[config.mk]
export PLATFORM = sky130hd
export DESIGN_NAME = roulette_n
export DESIGN_NICKNAME = d
export VERILOG_FILES = /design/src/rtl/roulette_n.sv
export SDC_FILE = /design/constraint.sdc
export NUM_CORES = 1
export LEC_CHECK = 0
export BUFFER_PORTS_ARGS = -buffer_cell sky130_fd_sc_hd__clkbuf_2
export CAP_MARGIN = 20
export CORE_AREA = 2 2 98 72
export CTS_CLUSTER_SIZE = 10
export DETAILED_ROUTE_END_ITERATION = 10
export DIE_AREA = 0 0 100 74
export PLACE_DENSITY = 0.79
export SYNTH_ARGS = -nofsm -noshare
export SYNTH_HDL_FRONTEND = slang
export SYNTH_SLANG_ARGS = --single-unit
[constraint.sdc]
create_clock -name i_clk -period 3.1 [get_ports i_clk]
set_input_delay 0.31 -clock i_clk [delete_from_list [all_inputs] [get_ports i_clk]]
set_output_delay 0.31 -clock i_clk [all_outputs]
set_load 0.005 [all_outputs]
[src/rtl/roulette_n.sv]
// roulette_n: one-hot ring position generator that spins at a programmable
// step period, then decelerates by stretching the period on every step
// before halting with a single-cycle done pulse.
// Optional feature: define ROULETTE_BOUNCE_EN to add the i_bounce input,
// which makes the position reflect at the ring ends instead of wrapping.
//
// state   | meaning
// S_IDLE  | halted, position held, waiting for start
// S_SPIN  | stepping at the period captured at start
// S_DECEL | stepping with the period roughly doubled after every step
module roulette_n #(
  parameter  int N           = 6,
  parameter  int DIV_W       = 24,
  parameter  int DECEL_STEPS = 4,
  localparam int IW          = $clog2(N)
) (
  input  logic             i_clk,
  input  logic             i_rst,
  input  logic             i_start,
  input  logic             i_stop,
  input  logic             i_dir,
`ifdef ROULETTE_BOUNCE_EN
  input  logic             i_bounce,
`endif
  input  logic [DIV_W-1:0] i_period,
  output logic [N-1:0]     o_pos,
  output logic [IW-1:0]    o_idx,
  output logic             o_busy,
  output logic             o_step,
  output logic             o_done
);

  typedef enum logic [1:0] {S_IDLE, S_SPIN, S_DECEL} state_t;

  state_t           r_state, w_state_nxt;
  logic [DIV_W-1:0] r_cnt, w_cnt_nxt;
  logic [DIV_W-1:0] r_cur_period, w_cur_nxt;
  logic [3:0]       r_dcnt, w_dcnt_nxt;
  logic [IW-1:0]    r_idx, w_idx_nxt, w_idx_step;
  logic [N-1:0]     r_pos;
  logic             r_step, w_step_nxt;
  logic             r_done, w_done_nxt;
  logic             w_move;
  logic             w_tick;
  logic [3:0]       w_dcnt_inc;
  logic [DIV_W-1:0] w_cur_slow;
  logic             w_at_top, w_at_bot;
`ifdef ROULETTE_BOUNCE_EN
  logic             r_dir, w_dir_nxt, w_dir_step;
`endif

  assign w_tick     = (r_cnt == r_cur_period);
  assign w_dcnt_inc = r_dcnt + 4'd1;
  // Once the top bit is set a further shift would lose it, so clamp to all-ones.
  assign w_cur_slow = r_cur_period[DIV_W-1] ? '1 : {r_cur_period[DIV_W-2:0], 1'b1};
  assign w_at_top   = (r_idx == IW'(N-1));
  assign w_at_bot   = (r_idx == '0);

  // Target index (and reflected direction) for the next step.
  always_comb begin
    w_idx_step = r_idx;
`ifdef ROULETTE_BOUNCE_EN
    w_dir_step = r_dir;
    if (i_bounce) begin
      if (!r_dir) begin
        if (w_at_top) begin
          w_dir_step = 1'b1;
          w_idx_step = r_idx - IW'(1);
        end else begin
          w_idx_step = r_idx + IW'(1);
        end
      end else begin
        if (w_at_bot) begin
          w_dir_step = 1'b0;
          w_idx_step = r_idx + IW'(1);
        end else begin
          w_idx_step = r_idx - IW'(1);
        end
      end
    end else
`endif
    begin
      if (!i_dir) w_idx_step = w_at_top ? '0 : r_idx + IW'(1);
      else        w_idx_step = w_at_bot ? IW'(N-1) : r_idx - IW'(1);
    end
  end

  // Next-state and datapath decisions.
  always_comb begin
    w_state_nxt = r_state;
    w_cnt_nxt   = r_cnt;
    w_cur_nxt   = r_cur_period;
    w_dcnt_nxt  = r_dcnt;
    w_idx_nxt   = r_idx;
    w_step_nxt  = 1'b0;
    w_done_nxt  = 1'b0;
    w_move      = 1'b0;
`ifdef ROULETTE_BOUNCE_EN
    w_dir_nxt   = r_dir;
`endif
    case (r_state)
      S_IDLE: begin
        if (i_start) begin
          w_state_nxt = S_SPIN;
          w_cur_nxt   = i_period;
          w_cnt_nxt   = '0;
`ifdef ROULETTE_BOUNCE_EN
          w_dir_nxt   = i_dir;
`endif
        end
      end
      S_SPIN: begin
        if (w_tick) begin
          w_cnt_nxt = '0;
          w_move    = 1'b1;
        end else begin
          w_cnt_nxt = r_cnt + DIV_W'(1);
        end
        // A step on this same cycle still belongs to SPIN.
        if (i_stop) begin
          w_state_nxt = S_DECEL;
          w_dcnt_nxt  = '0;
        end
      end
      S_DECEL: begin
        if (w_tick) begin
          w_cnt_nxt  = '0;
          w_move     = 1'b1;
          w_dcnt_nxt = w_dcnt_inc;
          w_cur_nxt  = w_cur_slow;
          if (w_dcnt_inc == 4'(DECEL_STEPS)) begin
            w_state_nxt = S_IDLE;
            w_done_nxt  = 1'b1;
          end
        end else begin
          w_cnt_nxt = r_cnt + DIV_W'(1);
        end
      end
      default: w_state_nxt = S_IDLE;
    endcase
    if (w_move) begin
      w_step_nxt = 1'b1;
      w_idx_nxt  = w_idx_step;
`ifdef ROULETTE_BOUNCE_EN
      w_dir_nxt  = w_dir_step;
`endif
    end
  end

  // State and datapath registers with synchronous reset.
  always_ff @(posedge i_clk) begin
    if (i_rst) begin
      r_state      <= S_IDLE;
      r_cnt        <= '0;
      r_cur_period <= '0;
      r_dcnt       <= '0;
      r_idx        <= '0;
      r_pos        <= N'(1);
      r_step       <= 1'b0;
      r_done       <= 1'b0;
`ifdef ROULETTE_BOUNCE_EN
      r_dir        <= 1'b0;
`endif
    end else begin
      r_state      <= w_state_nxt;
      r_cnt        <= w_cnt_nxt;
      r_cur_period <= w_cur_nxt;
      r_dcnt       <= w_dcnt_nxt;
      r_idx        <= w_idx_nxt;
      r_pos        <= N'(1) << w_idx_nxt;
      r_step       <= w_step_nxt;
      r_done       <= w_done_nxt;
`ifdef ROULETTE_BOUNCE_EN
      r_dir        <= w_dir_nxt;
`endif
    end
  end

  assign o_pos  = r_pos;
  assign o_idx  = r_idx;
  assign o_busy = (r_state != S_IDLE);
  assign o_step = r_step;
  assign o_done = r_done;

endmodule

Word level (Yosys, flattened, before mapping). Cells that the tools add are included. W data, S select, Z words.

Input port bits: 29. Output and inout port bits: 12. Logic and storage cells: 59. Bits in registers: 65.

Shift operators: 1. Bitwise gates (word level): 2. Reductions and logical operators: 12. $add $sub $neg: 4. Mux-type cells: 23. Equality and inequality tests: 9.

Operators by type and width (number): $mux W24 (5); $pmux W24 S2 (2); $add A24 B1 Y24 const B (1); $eq A24 B24 Y1 (1); $mux W3 (4); $mux W2 (4); $mux W4 (2); $ne A2 B2 Y1 const B (4); $pmux W4 S2 (1); $reduce_bool A2 Y1 (4); $pmux W2 S3 (1); $reduce_and A3 Y1 (2); $shl A1 B3 Y6 const A (1); $add A4 B1 Y4 const B (1); $eq A4 B3 Y1 const B (1); $mux W1 (4); $reduce_and A4 Y1 (1); $add A3 B1 Y3 const B (1); $eq A3 B3 Y1 const B (1); $logic_not A3 Y1 (1); $reduce_or A3 Y1 (1); $sub A3 B1 Y3 const B (1); $eq A2 B1 Y1 const B (1); $eq A2 B2 Y1 const B (1); other kinds (4) (5).

Depth between registers and ports, before layout.
Word-level depth: 5. Mapped depth: 9. Gate-level depth less buffers: 8.

Least setup slack after synthesis. OpenSTA, ideal clock, no wires.

Kind: register to register. Start point: register r_cnt[7]. End point: register r_pos[2], in the netlist o_pos[2]. Data arrival time: 2.115 ns. Setup time: 0.092 ns. Data required time: 3.008 ns. Stages on the path, launching flop included: 9. Path buffers: 2. Setup slack: 0.893 ns. Period minus slack after synthesis: 2.207 ns. Cells stage by stage: dfxtp_1 buf_2 xnor2_2 nand4_1 or4_1 buf_6 nor2_8 mux2_2 nor4_1.

Word-level cells in the longest chain between the ends: 5.

RTL lines: start: declaration (line 36) `logic [DIV_W-1:0] r_cnt, w_cnt_nxt;`; start signal: assignment (line 166) `r_cnt <= w_cnt_nxt;`; $eq A24 B24 Y1 (line 52) `assign w_tick = (r_cnt == r_cur_period);`; $mux W1 (line 113, 126); $mux W1; $mux W3 (line 141) `if (w_move) begin`; $shl A1 B3 Y6 (line 170) `r_pos <= N'(1) << w_idx_nxt;`; end signal: assignment (line 170); end: declaration (line 40) `logic [N-1:0] r_pos;`.

No other way between the ends. A chain may end at the register's enable or synchronous reset.

Worst setup path in the final report. Ends and elaborated chain as after synthesis.

==> reports/qor.csv <==
metric,value,unit
Power Total,3.32,mW
Core ar.,0.00651,mm2
number of synthesized flops with an enable pin,0,
hold buffers post-CTS,0,
CP top delay family,simple AND/OR/NAND/NOR gates,
Final period util,82.8,%
crit start category,register,
GRT Total Usage,27.4,%
crit-path max FO,8,
sequential-to-total area share from yosys stat,35.1,%
final setup violation count,0,
CP cell instances,"xnor2_2, nand4_1, or4_1, nor2_8, mux2_2, nor4_1",
initial antenna violation count,0,
number of I/O pins,41,
total negative slack,0,ns
first-pass GRT wire length,15900,um
Worst Path Arrival,2.83,ns
ys flop type,dfxtp_1,
DP Wirelength,6730,um
wire length per cell,16.0,um
post-synth cell types,49,
vias in the first global route,3146,
Die H,74,um
Syn. warnings,0,
largest family of logic cells by synthesized area,simple AND/OR/NAND/NOR gates,
# DRC,0,
drt first pass iters,5,
TritonCTS Buffers,9,
share of layout cells above drive strength 1,14.5,%
Syn Area/Cell,7.54,um2
clock root buffer master,clkbuf_8,
chip width,100,um
Worst-path clk slew,0.07,ns
# Max-Cap Violations,0,
H-tree levels,3,
unrepaired setup endpoints after global routing,false,
Synth Area in Adders,2.70,%
Post-Synth XOR/XNOR Area,9.18,%
Min-Delay Path Class,in2reg,
CTS Sinks,65,
critical path class,reg2reg,
die area,0.00740,mm2
Post-Syn Area,0.00371,mm2
port bufs,40,
Initial Utilization,57.0,%
CTS Buffer Depth,2,
Synth top area share,35.1,%
post-synthesis cell count,492,
# diodes,0,
"Net Count, Synth",529,
Placer Congestion,1.03,
post-CTS sizing,0,
post-synthesis mux area share,2.23,%
CP startpoint,r_cnt[7]$_SDFFE_PP0P_,
"commonest non-fill, non-tap cells in the layout","77 x nor2_1, 65 x dfxtp_1, 59 x a21oi_1",
Post-Synth Simple-Gate Area,27.1,%
largest net degree at the start of global routing,51,
CP required,3.36,ns
via count,3723,
Tmin final,2.57,ns
CTS tree,built,
cell row count,25,
relative slew slack,46.2,%
total wire length,9680,um
"commonest non-fill, non-tap cell in the layout",nor2_1,
Hold Startpoint,i_period[0],
crit-path max cell delay,0.80,ns
fraction of registers with async set/reset,0,%
Static Leak,1.54,nW
Skew-Pair Late Insertion Delay,0.35,ns
hold_ws,0.257,ns
"Slew Viols, Final",0,
Iter 0 DRT Violations,308,
"Buf+Inv Stages, Crit Path",0,
Setup Buffers After CTS,0,
power per cell area,805,mW/mm2
#FFs+latches synth,65,
via/cell ratio,6.14,
Post-Route Utilization,63.4,%
Tightest Pin Transition,0.807,ns
GR Overflow Total,0,
fmax,390,MHz
area grow syn2layout,11.3,%
worst r2r src,r_cnt[7]$_SDFFE_PP0P_,
Hold Fails Final Rpt,0,
Crit. End Element,register,
Slowest cell on crit path,or4_1,
run status,completed,
Nets,557,
main area contributors after synthesis,"dfxtp_1 35%, a21oi_1 8.0%, nor2_1 7.8%",
dominant cell type by area after synthesis,dfxtp_1,
worst clock skew,0.00704,ns
Compound-Gate Fraction of Synth Area,18.8,%
worst vdd ir,0.384,mV
Antenna Nets Post-Route,0,
kinds of logic after synthesis:
kind of cell    after synthesis
compound gates              124
mux                           8
simple gates                204
xor+xnor                     38
buf+inv                      45
fa+ha+maj                     8
flops                        65
cells in the mapped netlist (3+ instances only):
library cell	number
a21oi_1	59
a31oi_1	9
and2_1	3
and3_1	6
buf_2	5
clkbuf_1	26
dfxtp_1	65
ha_1	8
inv_1	12
mux2i_1	6
nand2_1	29
nand2b_1	4
nand3_1	34
nand4_1	21
nor2_1	77
nor2b_1	4
nor3_1	6
nor3b_1	3
nor4_1	3
o21ai_0	39
or4_1	3
xnor2_1	26
xor2_1	11
tightest hold or removal path, stage by stage:
cell      delay [ns]
clkbuf_2        0.08
o21ai_0         0.09
nor2_1          0.08
cell type report:
class,instances,area [um2]
timing repair buffer,50,275
clock buffer,10,138
fill,617,2380
clock inverter,6,42.5
tap,81,101
multi-input combinational,382,2220
inverter,12,45.0
sequential,65,1300
through the flow:
step / area (um2) / setup slack, ns / std cells
2_1_floorplan: 3710 / 0.893 / 492
3_3_place_gp: 3950 / 0.682 / 590
3_5_place_dp: 3950 / 0.611 / 590
4_1_cts: 4130 / 0.594 / 606
5_1_grt: 4130 / 0.314 / 606
6_report: 4130 / 0.534 / 606
registers in the layout (all words and copies together) (netlist names):
register and count:
r_cnt 24, o_pos 6, o_step 1, r_state 2, o_idx 3, r_cur_period 24, r_dcnt 4, o_done 1
path summary, 6_finish.rpt:
path,end,slack (ns),depth (start not counted)
max,o_pos[2]$_SDFF_PP0_,0.53,6
min,r_cur_period[0]$_SDFFE_PP0P_,0.26,3
min reg2reg,r_state[1]$_SDFFE_PP0P_,0.49,2
max reg2reg,o_pos[2]$_SDFF_PP0_,0.53,6
metal layers:
metal  track usage (%)  share of wire (%)
met3              6.67                 11
met1              42.6                 47
met2              37.8                 41
met4              7.00                1.7
met5                 0                  0
report_power, final:
group	internal, mW	switching [mW]	total [mW]
clock network	0.313	0.350	0.663
logic	0.518	0.983	1.50
registers	0.979	0.177	1.16
(Power assumes the default switching activity.)
